## config.mk

```make
export PLATFORM = sky130hd
export DESIGN_NAME = uart_rx_flat
export DESIGN_NICKNAME = d
export VERILOG_FILES = /design/src/rtl/uart_rx_if.sv /design/src/rtl/uart_rx.sv /design/src/flat_wrapper.sv
export SDC_FILE = /design/constraint.sdc
export NUM_CORES = 1
export LEC_CHECK = 0
export CAP_MARGIN = 20
export CORE_MARGIN = 2
export CORE_UTILIZATION = 60
export CTS_BUF_LIST = sky130_fd_sc_hd__clkbuf_4
export CTS_CLUSTER_DIAMETER = 120
export DETAILED_ROUTE_END_ITERATION = 6
export GPL_ROUTABILITY_DRIVEN = 0
export PLACE_DENSITY = 0.81
export REMOVE_ABC_BUFFERS = 1
export SLEW_MARGIN = 20
export SYNTH_ARGS = -nofsm -noshare
export SYNTH_HDL_FRONTEND = slang
export SYNTH_SLANG_ARGS = --single-unit
```

## constraint.sdc

```tcl
create_clock -name clk -period 2.5 [get_ports clk]
set_clock_uncertainty 0.2 [all_clocks]
set_input_delay 0.5 -clock clk [delete_from_list [all_inputs] [get_ports clk]]
set_output_delay 0.5 -clock clk [all_outputs]
set_load 0.01 [all_outputs]
```

## src/rtl/uart_rx_if.sv

```systemverilog
// Serial line into the UART receiver and the received-byte strobes out of it.
// The receiver uses the slave modport; whoever drives the line uses master.
interface uart_rx_if;
    logic       rx;
    logic [7:0] data;
    logic       valid;
    logic       frame_error;
    logic       busy;

    modport master (
        output rx,
        input  data,
        input  valid,
        input  frame_error,
        input  busy
    );

    modport slave (
        input  rx,
        output data,
        output valid,
        output frame_error,
        output busy
    );
endinterface

```

## src/rtl/uart_rx.sv

```systemverilog
// 8N1 UART receiver: 16x oversampling from a free-running fractional tick,
// three-sample majority vote at mid-bit, one-cycle valid / frame_error strobes.
module uart_rx #(
    parameter int CLK_FREQ     = 50000000,
    parameter int BAUD         = 9600,
    parameter int OS_ACC_WIDTH = 16,
    parameter int OS_INC       = ((BAUD << (OS_ACC_WIDTH - 7)) + (CLK_FREQ >> 12)) / (CLK_FREQ >> 11)
) (
    input  logic      clk,
    input  logic      reset_n,
    uart_rx_if.slave  bus
);

    localparam logic [OS_ACC_WIDTH:0] INC_W = (OS_ACC_WIDTH + 1)'(OS_INC);

    typedef enum logic [2:0] {
        S_IDLE,
        S_START,
        S_DATA,
        S_STOP,
        S_BREAK
    } state_t;

    state_t                state_q, state_d;
    logic [OS_ACC_WIDTH:0] acc_q, acc_d;
    logic                  tick;
    logic                  rx_meta_q, rx_s_q;
    logic [3:0]            os_cnt_q, os_cnt_d;
    logic [2:0]            bit_idx_q, bit_idx_d;
    logic [2:0]            samp_q, samp_d;
    logic [7:0]            shreg_q, shreg_d;
    logic [7:0]            data_q, data_d;
    logic                  valid_q, valid_d;
    logic                  ferr_q, ferr_d;
    logic                  wrap;
    logic                  vote_wrap;
    logic                  vote_stop;

    function automatic logic maj3(input logic a, input logic b, input logic c);
        return (a & b) | (a & c) | (b & c);
    endfunction

    // The carry out of the accumulator is the 16x tick; the carry is dropped
    // on the next add so the tick is exactly one clock wide.
    assign acc_d = {1'b0, acc_q[OS_ACC_WIDTH-1:0]} + INC_W;
    assign tick  = acc_q[OS_ACC_WIDTH];

    assign wrap      = tick && (os_cnt_q == 4'd15);
    assign vote_wrap = maj3(samp_q[0], samp_q[1], samp_q[2]);
    // The stop bit is judged on the third sample as it arrives, not on the wrap.
    assign vote_stop = maj3(samp_q[0], samp_q[1], rx_s_q);

    always_ff @(posedge clk or negedge reset_n) begin
        if (!reset_n) begin
            acc_q     <= '0;
            rx_meta_q <= 1'b1;
            rx_s_q    <= 1'b1;
            state_q   <= S_IDLE;
            os_cnt_q  <= '0;
            bit_idx_q <= '0;
            samp_q    <= '0;
            shreg_q   <= '0;
            data_q    <= '0;
            valid_q   <= 1'b0;
            ferr_q    <= 1'b0;
        end else begin
            acc_q     <= acc_d;
            rx_meta_q <= bus.rx;
            rx_s_q    <= rx_meta_q;
            state_q   <= state_d;
            os_cnt_q  <= os_cnt_d;
            bit_idx_q <= bit_idx_d;
            samp_q    <= samp_d;
            shreg_q   <= shreg_d;
            data_q    <= data_d;
            valid_q   <= valid_d;
            ferr_q    <= ferr_d;
        end
    end

    always_comb begin
        state_d   = state_q;
        os_cnt_d  = os_cnt_q;
        bit_idx_d = bit_idx_q;
        samp_d    = samp_q;
        shreg_d   = shreg_q;
        data_d    = data_q;
        valid_d   = 1'b0;
        ferr_d    = 1'b0;

        if (tick) begin
            case (os_cnt_q)
                4'd7:    samp_d[0] = rx_s_q;
                4'd8:    samp_d[1] = rx_s_q;
                4'd9:    samp_d[2] = rx_s_q;
                default: ;
            endcase
        end

        if (tick && (state_q == S_START || state_q == S_DATA || state_q == S_STOP)) begin
            os_cnt_d = os_cnt_q + 4'd1;
        end

        case (state_q)
            S_IDLE: begin
                if (tick && !rx_s_q) begin
                    state_d  = S_START;
                    os_cnt_d = '0;
                end
            end
            S_START: begin
                if (wrap) begin
                    bit_idx_d = '0;
                    state_d   = vote_wrap ? S_IDLE : S_DATA;
                end
            end
            S_DATA: begin
                if (wrap) begin
                    shreg_d   = {vote_wrap, shreg_q[7:1]};
                    bit_idx_d = bit_idx_q + 3'd1;
                    if (bit_idx_q == 3'd7) begin
                        state_d = S_STOP;
                    end
                end
            end
            S_STOP: begin
                if (tick && os_cnt_q == 4'd9) begin
                    if (vote_stop) begin
                        data_d  = shreg_q;
                        valid_d = 1'b1;
                        state_d = S_IDLE;
                    end else begin
                        ferr_d  = 1'b1;
                        state_d = S_BREAK;
                    end
                end
            end
            S_BREAK: begin
                // A held-low line must go high again before a new start is accepted.
                if (tick && rx_s_q) begin
                    state_d = S_IDLE;
                end
            end
            default: state_d = S_IDLE;
        endcase
    end

    assign bus.data        = data_q;
    assign bus.valid       = valid_q;
    assign bus.frame_error = ferr_q;
    assign bus.busy        = (state_q != S_IDLE);

endmodule

```

## src/flat_wrapper.sv

```systemverilog
// flat-port wrapper written by rule: the top's interface ports become plain ports
module uart_rx_flat 
#(
    parameter int CLK_FREQ     = 50000000,
    parameter int BAUD         = 9600,
    parameter int OS_ACC_WIDTH = 16,
    parameter int OS_INC       = ((BAUD << (OS_ACC_WIDTH - 7)) + (CLK_FREQ >> 12)) / (CLK_FREQ >> 11)
)
  (clk, reset_n, bus_rx, bus_data, bus_valid, bus_frame_error, bus_busy);
  uart_rx_if bus_i ();
  input  logic clk;
  input  logic reset_n;
  input wire logic [$bits(bus_i.rx)-1:0] bus_rx;
  output wire logic [$bits(bus_i.data)-1:0] bus_data;
  output wire logic [$bits(bus_i.valid)-1:0] bus_valid;
  output wire logic [$bits(bus_i.frame_error)-1:0] bus_frame_error;
  output wire logic [$bits(bus_i.busy)-1:0] bus_busy;
  assign bus_i.rx = bus_rx;
  assign bus_data = bus_i.data;
  assign bus_valid = bus_i.valid;
  assign bus_frame_error = bus_i.frame_error;
  assign bus_busy = bus_i.busy;
  uart_rx #(.CLK_FREQ(CLK_FREQ), .BAUD(BAUD), .OS_ACC_WIDTH(OS_ACC_WIDTH), .OS_INC(OS_INC)) u_core (.clk(clk), .reset_n(reset_n), .bus(bus_i));
endmodule
```

=== After elaboration in Yosys (flattened, before gate mapping) ===
Cells that the tools add are included.

* Input bits: 3
* Word-level logic and storage cells: 79
* Output and inout bits: 11
* Register bits: 50

* Reductions and logical operators: 18
* $add $sub $neg: 3
* Multiplexer cells: 21
* Bitwise gates (word level): 9
* Eq/ne operators: 15

{| class="wikitable"
|+ Operators with widths
! operator !! count
|-
| $mux W3 || 9
|-
| $add A16 B8 Y17 const B || 1
|-
| $pmux W3 S5 || 1
|-
| $eq A4 B4 Y1 const B || 3
|-
| $mux W4 || 3
|-
| $ne A2 B1 Y1 const B || 4
|-
| $reduce_and A2 Y1 || 4
|-
| $eq A3 B2 Y1 const B || 2
|-
| $eq A3 B3 Y1 const B || 2
|-
| $mux W1 || 6
|-
| $pmux W3 S2 || 1
|-
| $reduce_and A3 Y1 || 2
|-
| $reduce_and A6 Y1 || 1
|-
| $and A1 B1 Y1 || 5
|-
| $logic_and A1 B1 Y1 || 5
|-
| $add A4 B1 Y4 const B || 1
|-
| $eq A4 B3 Y1 const B || 1
|-
| $ne A2 B2 Y1 const B || 2
|-
| $or A1 B1 Y1 || 4
|-
| $add A3 B1 Y3 const B || 1
|-
| $eq A3 B1 Y1 const B || 1
|-
| $logic_not A3 Y1 || 1
|-
| $reduce_bool A3 Y1 || 1
|-
| $logic_or A1 B1 Y1 || 2
|-
| other kinds (3) || 3
|}

=== Logic depth before layout (Yosys ltp) ===
* Depth after elaboration: 7
* Mapped depth: 6
* Depth with buffers taken out: 6

=== Worst setup path after synthesis ===
OpenSTA, ideal clock, no wires.

* Kind: reg-to-reg
* From: register u_core.os_cnt_q[0]
* To: register u_core.shreg_q[0]
* Stages on the path, launching flop included: 6
* Buffers on the path: 1
* Slack: 0.608 ns
* Period minus slack after synthesis: 1.892 ns
* Data arrival time: 1.567 ns
* Cells stage by stage: dfrtp_1 > ha_1 > nand4_2 > or3b_1 > buf_6 > mux2_4

* Longest elaborated chain between the ends: 3

{| class="wikitable"
|+ RTL lines
! element !! line !! text
|-
| start: declaration || uart_rx.sv:28 || <nowiki>logic [3:0] os_cnt_q, os_cnt_d;</nowiki>
|-
| start signal: assignment || uart_rx.sv:71 || <nowiki>os_cnt_q <= os_cnt_d;</nowiki>
|-
| $eq A4 B4 Y1 || uart_rx.sv:48 || <nowiki>assign wrap = tick && (os_cnt_q == 4'd15);</nowiki>
|-
| $logic_and A1 B1 Y1 || uart_rx.sv:48 ||
|-
| $reduce_and A2 Y1 (no line) || n/a ||
|-
| end signal: assignment || uart_rx.sv:74 || <nowiki>shreg_q <= shreg_d;</nowiki>
|-
| end: declaration || uart_rx.sv:31 || <nowiki>logic [7:0] shreg_q, shreg_d;</nowiki>
|}

No other way between the ends.
A chain may end at the register's enable or synchronous reset.

=== Final worst setup path ===
* From: register u_core.state_q[2]
* To: output port bus_busy

* Longest elaborated chain between the ends: 1

{| class="wikitable"
|+ RTL lines
! element !! line !! text
|-
| start: declaration || uart_rx.sv:24 || <nowiki>state_t state_q, state_d;</nowiki>
|-
| start signal: assignment || uart_rx.sv:70 || <nowiki>state_q <= state_d;</nowiki>
|-
| $reduce_bool A3 Y1 || uart_rx.sv:151 || <nowiki>assign bus.busy = (state_q != S_IDLE);</nowiki>
|-
| end: declaration || flat_wrapper.sv:17 || <nowiki>output wire logic [$bits(bus_i.busy)-1:0] bus_busy;</nowiki>
|}

No other way between the ends.

==> impl_metrics.toml <==
[power]
ir_drop_v = 0.0004489
powerDensity_mw_per_mm2 = 518.0
p_leak_nw = 1.176

[setup_path]
crit_chain = "or3_1, clkdlybuf4s50_1"
slowest_stage = "dfrtp_1"
slowest_delay_ps = 480
critPathMaxFanout = 8
critPathLaunchType = "register"
cp-end-kind = "primary output"
cp.required_ps = 1800
cp.arrival_ps = 1640
worstSetupPathType = "reg2out"

[grt]
track_usage_pct = 19.52
grt_antenna_before_repair = 0
grt_pass1_wl_mm = 6.120
overflow = 0
grt_pass1_vias = 1314
grt_max_degree = 51

[route]
wl_per_cell_um = 14.08
drc = 0
drt_iter0_drc = 105
vias = 1353
dr.pass1.iters = 4
ant_nets = 0
wl_mm = 3.421
drt-vias-per-instance = 5.568

[clock_network]
clk_pin_slew_ps = 140
holdBufCountCts = 0
clockBufferDepth = 2
clock_latency_ps = 370
tritoncts = "built"
ctsHtreeMaxLevel = 2
cts_inserted_buffers = 5
clockRootBuffer = "clkbuf_4"
clock_sinks = 50

[sta]
period_share_pct = 93.71
tns_ps = 0
fin_crit_ps = 2343
setup_viol = 0
worst_pin_slew_ps = 606.6
max_freq_mhz = 426.9
slew_viol_final = 0
final-hold-violation-count = 0
grt_setup_unrepaired = "false"
slew_headroom_pct = 59.56
whs_ps = 8.554

[logic_synthesis]
async_flop_share_pct = 100.0
synth-edff-count = 0
seq_area_frac_synth_pct = 56.58
synthCells = 175
synth_warnings = 0
ys_ff_latch = 50
ys.flop_type = "dfrtp_1"
avgSynthCellArea_um2 = 12.66
syn_area_mm2 = 0.002216
ys_types = 39

[cells_and_area]
drive_gt1_share_pct = 20.51
final_common_cell = "dfrtp_1"
fill_cells = 254
final_cell_mix = "dfrtp_1 (47), nand2_1 (14), mux2_2 (12), clkdlybuf4s50_1 (12), xnor2_1 (9)"
diodes = 0
finalNetCount = 203
area_growth_pct = 11.58

[floorplanning]
die_x_um = 64.77
coreArea_mm2 = 0.003606
start_util_pct = 61.45
core.rowCount = 22
die_h_um = 64.77
dieArea_mm2 = 0.004195
io_pins = 14

[placed_design]
dp_hpwl_mm = 2.365
portBuffers = 13

[worst_hold_path]
hold_path_class = "in2async"

[status]
status = "finished clean"

[flow_run]
drv_cap = 0
-- sequential cells by signal, summed over array words and instances (netlist names) --
name and flops:
u_core.bus.data 8, u_core.bit_idx_q 3, u_core.samp_q 3, u_core.acc_q 17, u_core.shreg_q 8, u_core.bus.valid 1, u_core.state_q 3, u_core.rx_s_q 1
u_core.os_cnt_q 4, u_core.bus.frame_error 1, u_core.rx_meta_q 1
-- area by class of cell --
type	count	area [µm²]	area share [%]
tap	48	60.06	2.429
multi-input combinational	116	913.4	36.94
inverter	5	18.77	0.7591
sequential	50	1255	50.76
clock inverter	3	40.04	1.619
clock buffer	5	37.54	1.518
timing repair buffer	16	147.6	5.972
-- synth_stat cells, drive strengths merged, types with 3 or more instances --
| library cell | number | share of area, % |
|---|---|---|
| nor3 | 5 | 1.1 |
| o2bb2ai | 3 | 1.2 |
| o21ai | 6 | 1.4 |
| a31oi | 3 | 0.85 |
| dfrtp | 48 | 54 |
| a211oi | 3 | 1.0 |
| mux2 | 20 | 12 |
| inv | 5 | 0.85 |
| a21oi | 4 | 0.90 |
| nand3 | 4 | 0.90 |
| nand4 | 4 | 1.7 |
| nand2 | 14 | 2.4 |
| xor2 | 4 | 1.6 |
| xnor2 | 9 | 3.6 |
| nor2 | 8 | 1.4 |
| ha | 6 | 3.4 |
-- kinds of logic (layout without fill, tap and decap cells) --
kind of cell	Yosys count	after routing	synth area share (%)
flops	50	50	56.58
fa+ha+maj	8	8	4.291
compound gates	24	24	7.228
buf+inv	9	29	2.202
xor+xnor	13	13	5.138
mux	21	21	11.97
simple gates	50	50	12.59
-- repair_timing --
| action | CTS | global route |
|---|---|---|
| pin swaps | 0 | 0 |
| setup buffers | 0 | 1 |
| setup endpoints to repair | 1 | 1 |
| resized for setup | 1 | 0 |
-- routing by layer --
metal  track usage, %  wire (µm)  vias to the layer above
li1                 -          -                      664
met2            30.15       1598                       24
met5                0          0                        -
met3            6.771        127                        7
met4            7.181         61                        0
met1            25.56       1634                      658
-- power by group --
group | switching (W) | internal [W] | total (W)
clock network | 0.000242 | 0.000207 | 0.000449
registers | 0.00000180 | 0.000812 | 0.000814
logic | 0.0000149 | 0.00000301 | 0.0000179
total | 0.000259 | 0.00102 | 0.00128
-- path summary, 6_finish.rpt --
path	slack, ps	start	cells after the start	end
min in group clk	160	u_core.rx_meta_q	0	u_core.rx_s_q
max	160	u_core.state_q[2]	2	bus_busy
max reg2reg	360	u_core.os_cnt_q[0]	4	u_core.shreg_q[0]
min reg2reg	160	u_core.rx_meta_q	0	u_core.rx_s_q
min	9	reset_n	2	u_core.bus.data[6]
max in group asynchronous	1660	reset_n	2	u_core.state_q[1]
-- metrics by stage --
stage | std cells | instance area, µm² | util, % | total power (W) | setup slack, ps
2_1_floorplan | 171 | 2186 | - | 0.0008285 | 520.7
3_3_place_gp | 234 | 2386 | 66.17 | 0.0008469 | 434.8
3_5_place_dp | 234 | 2386 | 66.17 | 0.0008478 | 349.7
4_1_cts | 242 | 2465 | 68.36 | 0.001299 | 59.51
5_1_grt | 243 | 2472 | 68.56 | 0.001346 | 72.08
6_report | 243 | 2472 | 68.56 | 0.001281 | 157.3
-- critical path: cells and delay by family (launching register included) --
family,cells,cell delay (ps)
DFF,1,480
and+or+nand+nor,1,320
buffers and inverters,1,480
Power figures use the tool's default switching activity.
